## config.mk

```make
export PLATFORM = sky130hd
export DESIGN_NAME = mux_gate_sequencer
export DESIGN_NICKNAME = d
export VERILOG_FILES = /design/src/rtl/mux_gate_sequencer.sv
export SDC_FILE = /design/constraint.sdc
export NUM_CORES = 1
export LEC_CHECK = 0
export CAP_MARGIN = 15
export CORE_MARGIN = 10
export CORE_UTILIZATION = 48
export DETAILED_ROUTE_END_ITERATION = 12
export GPL_ROUTABILITY_DRIVEN = 0
export PLACE_DENSITY = 0.74
export SYNTH_ARGS = -nofsm -noshare
export SYNTH_HDL_FRONTEND = slang
export SYNTH_SLANG_ARGS = --single-unit
```

## constraint.sdc

```tcl
create_clock -name clk -period 2.5 [get_ports clk]
set_input_delay 0.375 -clock clk [delete_from_list [all_inputs] [get_ports clk]]
set_output_delay 0.375 -clock clk [all_outputs]
set_load 0.02 [all_outputs]
```

## src/rtl/mux_gate_sequencer.sv

```systemverilog
// mux_gate_sequencer: bit-serial word logic unit.
// One shared 2:1 mux cell evaluates NOT/AND/OR/NAND/NOR/XOR/XNOR, one bit per
// clock and LSB first. The operand bit a[i] drives the mux select, and the
// opcode decides which values are presented on the two data legs.
module mux_gate_sequencer #(
    parameter int WIDTH = 8,
    parameter int CNT_W = $clog2(WIDTH)
) (
    input  logic             clk,
    input  logic             rst,
    input  logic             start,
    input  logic [2:0]       op,
    input  logic [WIDTH-1:0] a,
    input  logic [WIDTH-1:0] b,
    output logic             busy,
    output logic             done,
    output logic             err,
    output logic [WIDTH-1:0] y
);

    typedef enum logic [1:0] {
        ST_IDLE = 2'd0,
        ST_RUN  = 2'd1,
        ST_DONE = 2'd2
    } state_t;

    state_t             state_q, state_d;
    logic [CNT_W-1:0]   cnt_q,   cnt_d;
    logic [2:0]         op_q,    op_d;
    logic [WIDTH-1:0]   a_q,     a_d;
    logic [WIDTH-1:0]   b_q,     b_d;
    logic [WIDTH-1:0]   sh_q,    sh_d;
    logic [WIDTH-1:0]   y_q,     y_d;
    logic               err_q,   err_d;
    logic               bit_s;

    // Shared mux cell: select = a bit, data legs chosen by the opcode.
    function automatic logic mux_gate(input logic [2:0] opc,
                                      input logic       sel,
                                      input logic       bi);
        logic in0;
        logic in1;
        case (opc)
            3'd0:    begin in0 = 1'b1; in1 = 1'b0; end
            3'd1:    begin in0 = 1'b0; in1 = bi;   end
            3'd2:    begin in0 = bi;   in1 = 1'b1; end
            3'd3:    begin in0 = 1'b1; in1 = ~bi;  end
            3'd4:    begin in0 = ~bi;  in1 = 1'b0; end
            3'd5:    begin in0 = bi;   in1 = ~bi;  end
            3'd6:    begin in0 = ~bi;  in1 = bi;   end
            default: begin in0 = 1'b0; in1 = 1'b0; end
        endcase
        return sel ? in1 : in0;
    endfunction

    // Next-state, capture, and shift logic for the three-state sequencer.
    always_comb begin
        state_d = state_q;
        cnt_d   = cnt_q;
        op_d    = op_q;
        a_d     = a_q;
        b_d     = b_q;
        sh_d    = sh_q;
        y_d     = y_q;
        err_d   = err_q;
        bit_s   = mux_gate(op_q, a_q[cnt_q], b_q[cnt_q]);

        case (state_q)
            ST_IDLE: begin
                if (start) begin
                    if (op != 3'd7) begin
                        op_d    = op;
                        a_d     = a;
                        b_d     = b;
                        cnt_d   = {CNT_W{1'b0}};
                        sh_d    = {WIDTH{1'b0}};
                        err_d   = 1'b0;
                        state_d = ST_RUN;
                    end else begin
                        // Illegal opcode: report immediately, keep y untouched.
                        err_d   = 1'b1;
                        state_d = ST_DONE;
                    end
                end else begin
                    state_d = ST_IDLE;
                end
            end
            ST_RUN: begin
                // New bits enter at the MSB so bit 0 ends at the LSB after WIDTH shifts.
                sh_d = {bit_s, sh_q[WIDTH-1:1]};
                if (cnt_q == CNT_W'(WIDTH - 1)) begin
                    y_d     = sh_d;
                    state_d = ST_DONE;
                end else begin
                    cnt_d   = cnt_q + CNT_W'(1);
                end
            end
            ST_DONE: begin
                state_d = ST_IDLE;
            end
            default: begin
                state_d = ST_IDLE;
            end
        endcase
    end

    // State and datapath registers with asynchronous reset.
    always_ff @(posedge clk or posedge rst) begin
        if (rst) begin
            state_q <= ST_IDLE;
            cnt_q   <= {CNT_W{1'b0}};
            op_q    <= 3'd0;
            a_q     <= {WIDTH{1'b0}};
            b_q     <= {WIDTH{1'b0}};
            sh_q    <= {WIDTH{1'b0}};
            y_q     <= {WIDTH{1'b0}};
            err_q   <= 1'b0;
        end else begin
            state_q <= state_d;
            cnt_q   <= cnt_d;
            op_q    <= op_d;
            a_q     <= a_d;
            b_q     <= b_d;
            sh_q    <= sh_d;
            y_q     <= y_d;
            err_q   <= err_d;
        end
    end

    assign busy = (state_q == ST_RUN);
    assign done = (state_q == ST_DONE);
    assign err  = err_q;
    assign y    = y_q;

endmodule

```

==> impl_metrics.json, run 1 <==
{
  "status": "complete, no violations",
  "timing.rr.end": "sh_q[7]",
  "num-fill-cells": 321,
  "fin_tns_setup_ps": 0,
  "critPathArrivalTime_ps": 2400,
  "top_usage_layer": "met2",
  "async_flop_share": 1.000,
  "synth_top_cells_by_count": "55 x nand2_1, 40 x dfrtp_1, 8 x a22o_1, 8 x mux2_2",
  "tightestPinTransition_ps": 601.8,
  "htreeDepth": 2,
  "worstSetupPathType": "flop to flop",
  "p_leak_nw": 1.050,
  "power_mw": 2.859,
  "cts_root_buf": "clkbuf_8",
  "ctsResizeCount": 0,
  "fin_skew_ps": 2.535,
  "netlist_top_cells_area": "dfrtp_1 54%, nand2_1 11%, mux2_2 4.9%",
  "drc_errors": 0,
  "cp_cell_sequence": "mux4_2, mux2i_4, nor2_1, a2111oi_0, a21oi_1, nand3_1",
  "cts_tree": "done",
  "grt_use_total": 0.1150,
  "yosys.area.top_type": "dfrtp_1",
  "grt_antenna_before_repair": 0,
  "coreArea_um2": 3689,
  "fin_ws_ps": 320.5,
  "crit_end": "sh_q[7]",
  "min_period_ps": 2179,
  "final-setup-viol-count": 0,
  "finalNetCount": 229,
  "worstHoldStart": "a_q[4]",
  "clk_path_buf_depth": 2,
  "grt_use_met3": 0.04476,
  "fmax_mhz": 458.8,
  "critPathRequiredTime_ps": 2720,
  "period_share": 0.8718,
  "maxSlewHeadroom": 0.5988,
  "worst_path_largest_cell_delay_ps": 580,
  "cts_made_buffers": 5,
  "routed_wl_um": 3622,
  "grt_pass1_vias": 1328,
  "area_growth_pct": 22.91,
  "num_vias": 1338,
  "max_cap_viol_count": 0,
  "drive_above_1_share": 0.1182,
  "critical_path.startpoint": "cnt_q[0]",
  "synth_edf_count": 0,
  "hp-class": "flop to flop",
  "synthesis.nets": 197,
  "reg2reg_setup_slack_ps": 320,
  "clk_pin_slew_worst_paths_ps": 70,
  "yosysTopAreaCellShare": 0.5438,
  "grtUsageMet2": 0.2061,
  "peakVddDrop_uv": 652.1,
  "hold_violations": 0,
  "die_w_um": 81.92,
  "start_util": 0.4990,
  "whs_ps": 478.0,
  "ys_types": 33,
  "syn-instance-count": 173,
  "drt_iter0_drc": 83,
  "ios": 33,
  "grt-ovfl-total": 0,
  "rr_worst_depth": 6,
  "dr.pass1.iters": 4,
  "vias_per_cell": 5.331,
  "syn_avg_cell_area_um2": 10.64,
  "clkLatencyLatePin_ps": 280,
  "rsz0062_at_grt": "no",
  "antennaDiodeCount": 0,
  "p_per_area_nw_per_um2": 1264,
  "grt_max_degree": 41,
  "final_design_area_no_fill_um2": 2262,
  "dp_hpwl_um": 2664,
  "critPathSlowestCell": "mux4_2",
  "start_kind": "flop",
  "hold_buffers": 0,
  "yosysSeqAreaShare": 0.5438,
  "die_h_um": 81.92,
  "io_buffers": 32,
  "drt-wirelength-per-cell_um": 14.43,
  "worstPathMaxFanout": 8,
  "crit_family": "multiplexers",
  "grt_pass1_wl_um": 5982,
  "slew_viol_final": 0,
  "placed_cell_area_um2": 2193,
  "num_rows": 22,
  "crit_path_end_kind": "flop",
  "ant_nets": 0,
  "die_area_um2": 6711,
  "syn_area_um2": 1841,
  "yosysMostFrequentCell": "nand2_1",
  "clock-sinks": 40,
  "ys_seq_elements": 40,
  "dp_slack_ps": 238.9,
  "synth_warnings": 0,
  "cp_num_cells": 6,
  "critPathBufInv": 0,
  "ys.flop_type": "dfrtp_1",
  "cts_setup_buffers": 0,
  "use_met1": 0.1253,
  "rr_startpoint": "cnt_q[0]"
}
[stage by stage]
stage                       util  cells
after global placement    0.5946    246
after detailed placement  0.5946    246
after global routing      0.6133    251
final                     0.6133    251
after CTS                 0.6133    251
after floorplan                -    173
[sequential cells by signal, indices dropped and copies added, names as in the netlist]
signal   count
state_q      2
b_q          8
a_q          8
cnt_q        3
y            8
sh_q         7
op_q         3
err          1
[layer usage]
metal | wire length (um) | vias up
li1 | - | 643
met1 | 1562 | 646
met2 | 1801 | 45
met3 | 226 | 4
met4 | 31 | 0
met5 | 0 | -
[tightest hold or removal path, stage by stage (launching register included)]
cell and delay, ps:
dfrtp_1 340, nand2_1 50, nand2_1 50
[report_power, final]
part           switching [mW]  internal (mW)  total [mW]  leakage [nW]
Sequential              0.242          0.935        1.18         0.503
Combinational           0.630          0.678        1.31         0.511
Clock                   0.194          0.180       0.374        0.0359
Total                    1.07           1.79        2.86          1.05
[cell families after synthesis]
family | share of synthesized area
compound gates | 0.09722
flops | 0.5438
simple gates | 0.1801
xor+xnor | 0.009519
mux | 0.1224
buf+inv | 0.03331
fa+ha+maj | 0.01359
[placed cells by master (no fill, tap or decap), types with 2 or more instances in the layout]
cell type        count
nor2b_1              4
clkbuf_8             5
mux4_2               4
inv_1                4
or2_2                2
clkdlybuf4s50_1     32
nand3_1              3
dfrtp_1             40
nand2b_1             4
o22a_1               2
nand2_1             55
ha_1                 2
a22o_1               8
a21oi_1              4
buf_4                2
nor2_1               5
o21ai_0              3
mux2i_4              2
xnor2_1              2
mux2_2               8
[area by class of cell]
| type | count | area (um^2) | area share |
|---|---|---|---|
| flip-flops and latches | 40 | 1001 | 0.4425 |
| multi-input cells | 119 | 778.2 | 0.3440 |
| repair buffers | 34 | 335.3 | 0.1482 |
| clock buffers | 5 | 68.82 | 0.03042 |
| well taps | 48 | 60.06 | 0.02655 |
| inverters | 5 | 18.77 | 0.008296 |
[worst min-delay path by stage]
| stage | to | slack (ps) | depth (start not counted) |
|---|---|---|---|
| final | a_q[4] | 480 | 2 |
| after global routing | a_q[2] | 510 | 2 |
| after CTS | a_q[4] | 480 | 2 |
| after detailed placement | a_q[4] | 470 | 2 |
| after global placement | a_q[4] | 450 | 2 |
| after floorplan | a_q[4] | 440 | 2 |
(Power assumes the default switching activity.)
==> run 2, diff against run 1 <==
--- a/config.mk
+++ b/config.mk
@@ -14,3 +14,4 @@
 export SYNTH_ARGS = -nofsm -noshare
 export SYNTH_HDL_FRONTEND = slang
 export SYNTH_SLANG_ARGS = --single-unit
+export TNS_END_PERCENT = 1
==> results of run 2 <==
The final DEF is identical to that of run 1; final timing and power are the same.
==> run 3, diff against run 2 <==
--- a/config.mk
+++ b/config.mk
@@ -8,9 +8,11 @@
 export CAP_MARGIN = 15
 export CORE_MARGIN = 10
 export CORE_UTILIZATION = 48
+export CTS_BUF_LIST = sky130_fd_sc_hd__clkbuf_16
 export DETAILED_ROUTE_END_ITERATION = 12
 export GPL_ROUTABILITY_DRIVEN = 0
 export PLACE_DENSITY = 0.74
+export RECOVER_POWER = 100
 export SYNTH_ARGS = -nofsm -noshare
 export SYNTH_HDL_FRONTEND = slang
 export SYNTH_SLANG_ARGS = --single-unit
==> run 3 against run 2 <==
Non-clock buffer count unchanged; sequential share of layout area shrank 0.96 points; core utilization grew 1.4 points; setup slack lost 64 ps; critical endpoint is now busy.
==> impl_metrics.json, run 3 (synthesized netlist as in run 1, its figures left out) <==
{
  "clkLatencyLatePin_ps": 280,
  "clock-sinks": 40,
  "vias_per_cell": 5.319,
  "p_switching_mw": 1.098,
  "whs_ps": 473.7,
  "max_cap_viol_count": 0,
  "clk_path_buf_depth": 2,
  "drive_above_1_share": 0.1084,
  "crit_path_end_kind": "output port",
  "crit_end": "busy",
  "ctsResizeCount": 0,
  "cts_tree": "done",
  "finalNetCount": 229,
  "dp_slack_ps": 238.9,
  "ant_nets": 0,
  "drc_errors": 0,
  "slew_viol_final": 0,
  "die_area_um2": 6711,
  "worstPathMaxFanout": 9,
  "hold_buffers": 0,
  "dr.pass1.iters": 4,
  "grt_use_total": 0.1213,
  "coreArea_um2": 3689,
  "htreeDepth": 2,
  "drt_iter0_drc": 78,
  "rr_worst_depth": 6,
  "grt_pass1_wl_um": 6285,
  "placed_cell_area_um2": 2193,
  "tightestPinTransition_ps": 953.7,
  "grt-ovfl-total": 0,
  "worstSetupPathType": "flop to output port",
  "critical_path.startpoint": "state_q[0]",
  "rr_startpoint": "cnt_q[0]",
  "period_share": 0.8976,
  "drt-wirelength-per-cell_um": 14.88,
  "start_kind": "flop",
  "area_growth_pct": 25.63,
  "hold_violations": 0,
  "p_int_mw": 1.936,
  "fin_ws_ps": 256.1,
  "power.share.switching": 0.3620,
  "worst_path_largest_cell_delay_ps": 740,
  "p_leak_nw": 1.090,
  "status": "complete, no violations",
  "num_rows": 22,
  "maxSlewHeadroom": 0.3642,
  "critPathRequiredTime_ps": 2120,
  "final_common_cell": "nand2_1",
  "num_vias": 1335,
  "rsz0062_at_grt": "no",
  "routed_wl_um": 3736,
  "fin_skew_ps": 3.422,
  "cp_cell_sequence": "nand2b_1, clkinv_1, dlygate4sd3_1",
  "cts_made_buffers": 5,
  "final-setup-viol-count": 0,
  "die_w_um": 81.92,
  "ios": 33,
  "start_util": 0.4990,
  "die_h_um": 81.92,
  "critPathSlowestCell": "dlygate4sd3_1",
  "crit_family": "buffers and inverters",
  "grt_max_degree": 41,
  "io_buffers": 32,
  "min_period_ps": 2244,
  "cts_root_buf": "clkbuf_16",
  "grt_antenna_before_repair": 0,
  "hp-class": "flop to flop",
  "power_mw": 3.034,
  "grt_pass1_vias": 1351,
  "reg2reg_setup_slack_ps": 300,
  "clockPowerShare": 0.187,
  "critPathBufInv": 2,
  "p_per_area_nw_per_um2": 1312,
  "final_design_area_no_fill_um2": 2312,
  "fin_tns_setup_ps": 0,
  "timing.rr.end": "sh_q[7]",
  "antennaDiodeCount": 0,
  "clk_pin_slew_worst_paths_ps": 50,
  "seq_power_share": 0.388,
  "cp_num_cells": 3,
  "cts_setup_buffers": 0,
  "fmax_mhz": 445.6,
  "peakVddDrop_uv": 615.2,
  "final_cell_mix": "55 x nand2_1, 40 x dfrtp_1, 18 x clkdlybuf4s50_1, 14 x dlygate4sd3_1",
  "critPathArrivalTime_ps": 1870,
  "dp_hpwl_um": 2664,
  "p_comb_frac": 0.425
}
[run 3: cell types whose count changed in the layout (fill, tap and decap cells not counted), sizes merged]
cell,previous run,this run
clkdlybuf4s50,32,18
clkbuf,5,7
dlygate4sd3,0,14
buf,2,0
[run 3: per-stage QoR]
step                instances    util
floorplan                 173       -
global placement          246  0.5946
detailed placement        246  0.5946
CTS                       251  0.6286
global route              251  0.6269
finish                    251  0.6269
[run 3: metal layers]
layer	global-route usage	share of wire	vias to the layer above
met5	0	0	-
met2	0.2100	0.50	36
met1	0.1387	0.43	645
met4	0.05102	0.019	0
li1	-	-	646
met3	0.03166	0.052	8
[run 3: worst min-delay path by stage]
stage                     slack [ps]     end  cells past startpoint   start
final                            470  a_q[4]                      2  a_q[4]
after detailed placement         470  a_q[4]                      2  a_q[4]
after CTS                        480  a_q[0]                      2  a_q[0]
after floorplan                  440  a_q[4]                      2  a_q[4]
after global routing             500  a_q[2]                      2  a_q[2]
after global placement           450  a_q[4]                      2  a_q[4]
[run 3: worst reg2reg max path, cell delays in order (launching register included)]
cell and delay, ps:
dfrtp_1 540, mux4_2 600, mux2i_4 280, nor2_1 110
a2111oi_0 430, a21oi_1 80, nand3_1 100
[run 3: power by group through the flow]
stage	Sequential (mW)	Clock [mW]	Combinational (mW)
after floorplan	1.17	0	0.965
after global placement	1.17	0	1.26
after detailed placement	1.19	0	1.31
after CTS	1.18	0.581	1.34
after global routing	1.22	0.595	1.43
final	1.18	0.566	1.29
[run 3: area by class of cell]
type	count	area, um^2
Fill cell	313	1376
Tap cell	48	60.06
Timing Repair Buffer	34	329.1
Multi-Input combinational cell	119	778.2
Sequential cell	40	1001
Clock buffer	5	125.1
Inverter	5	18.77
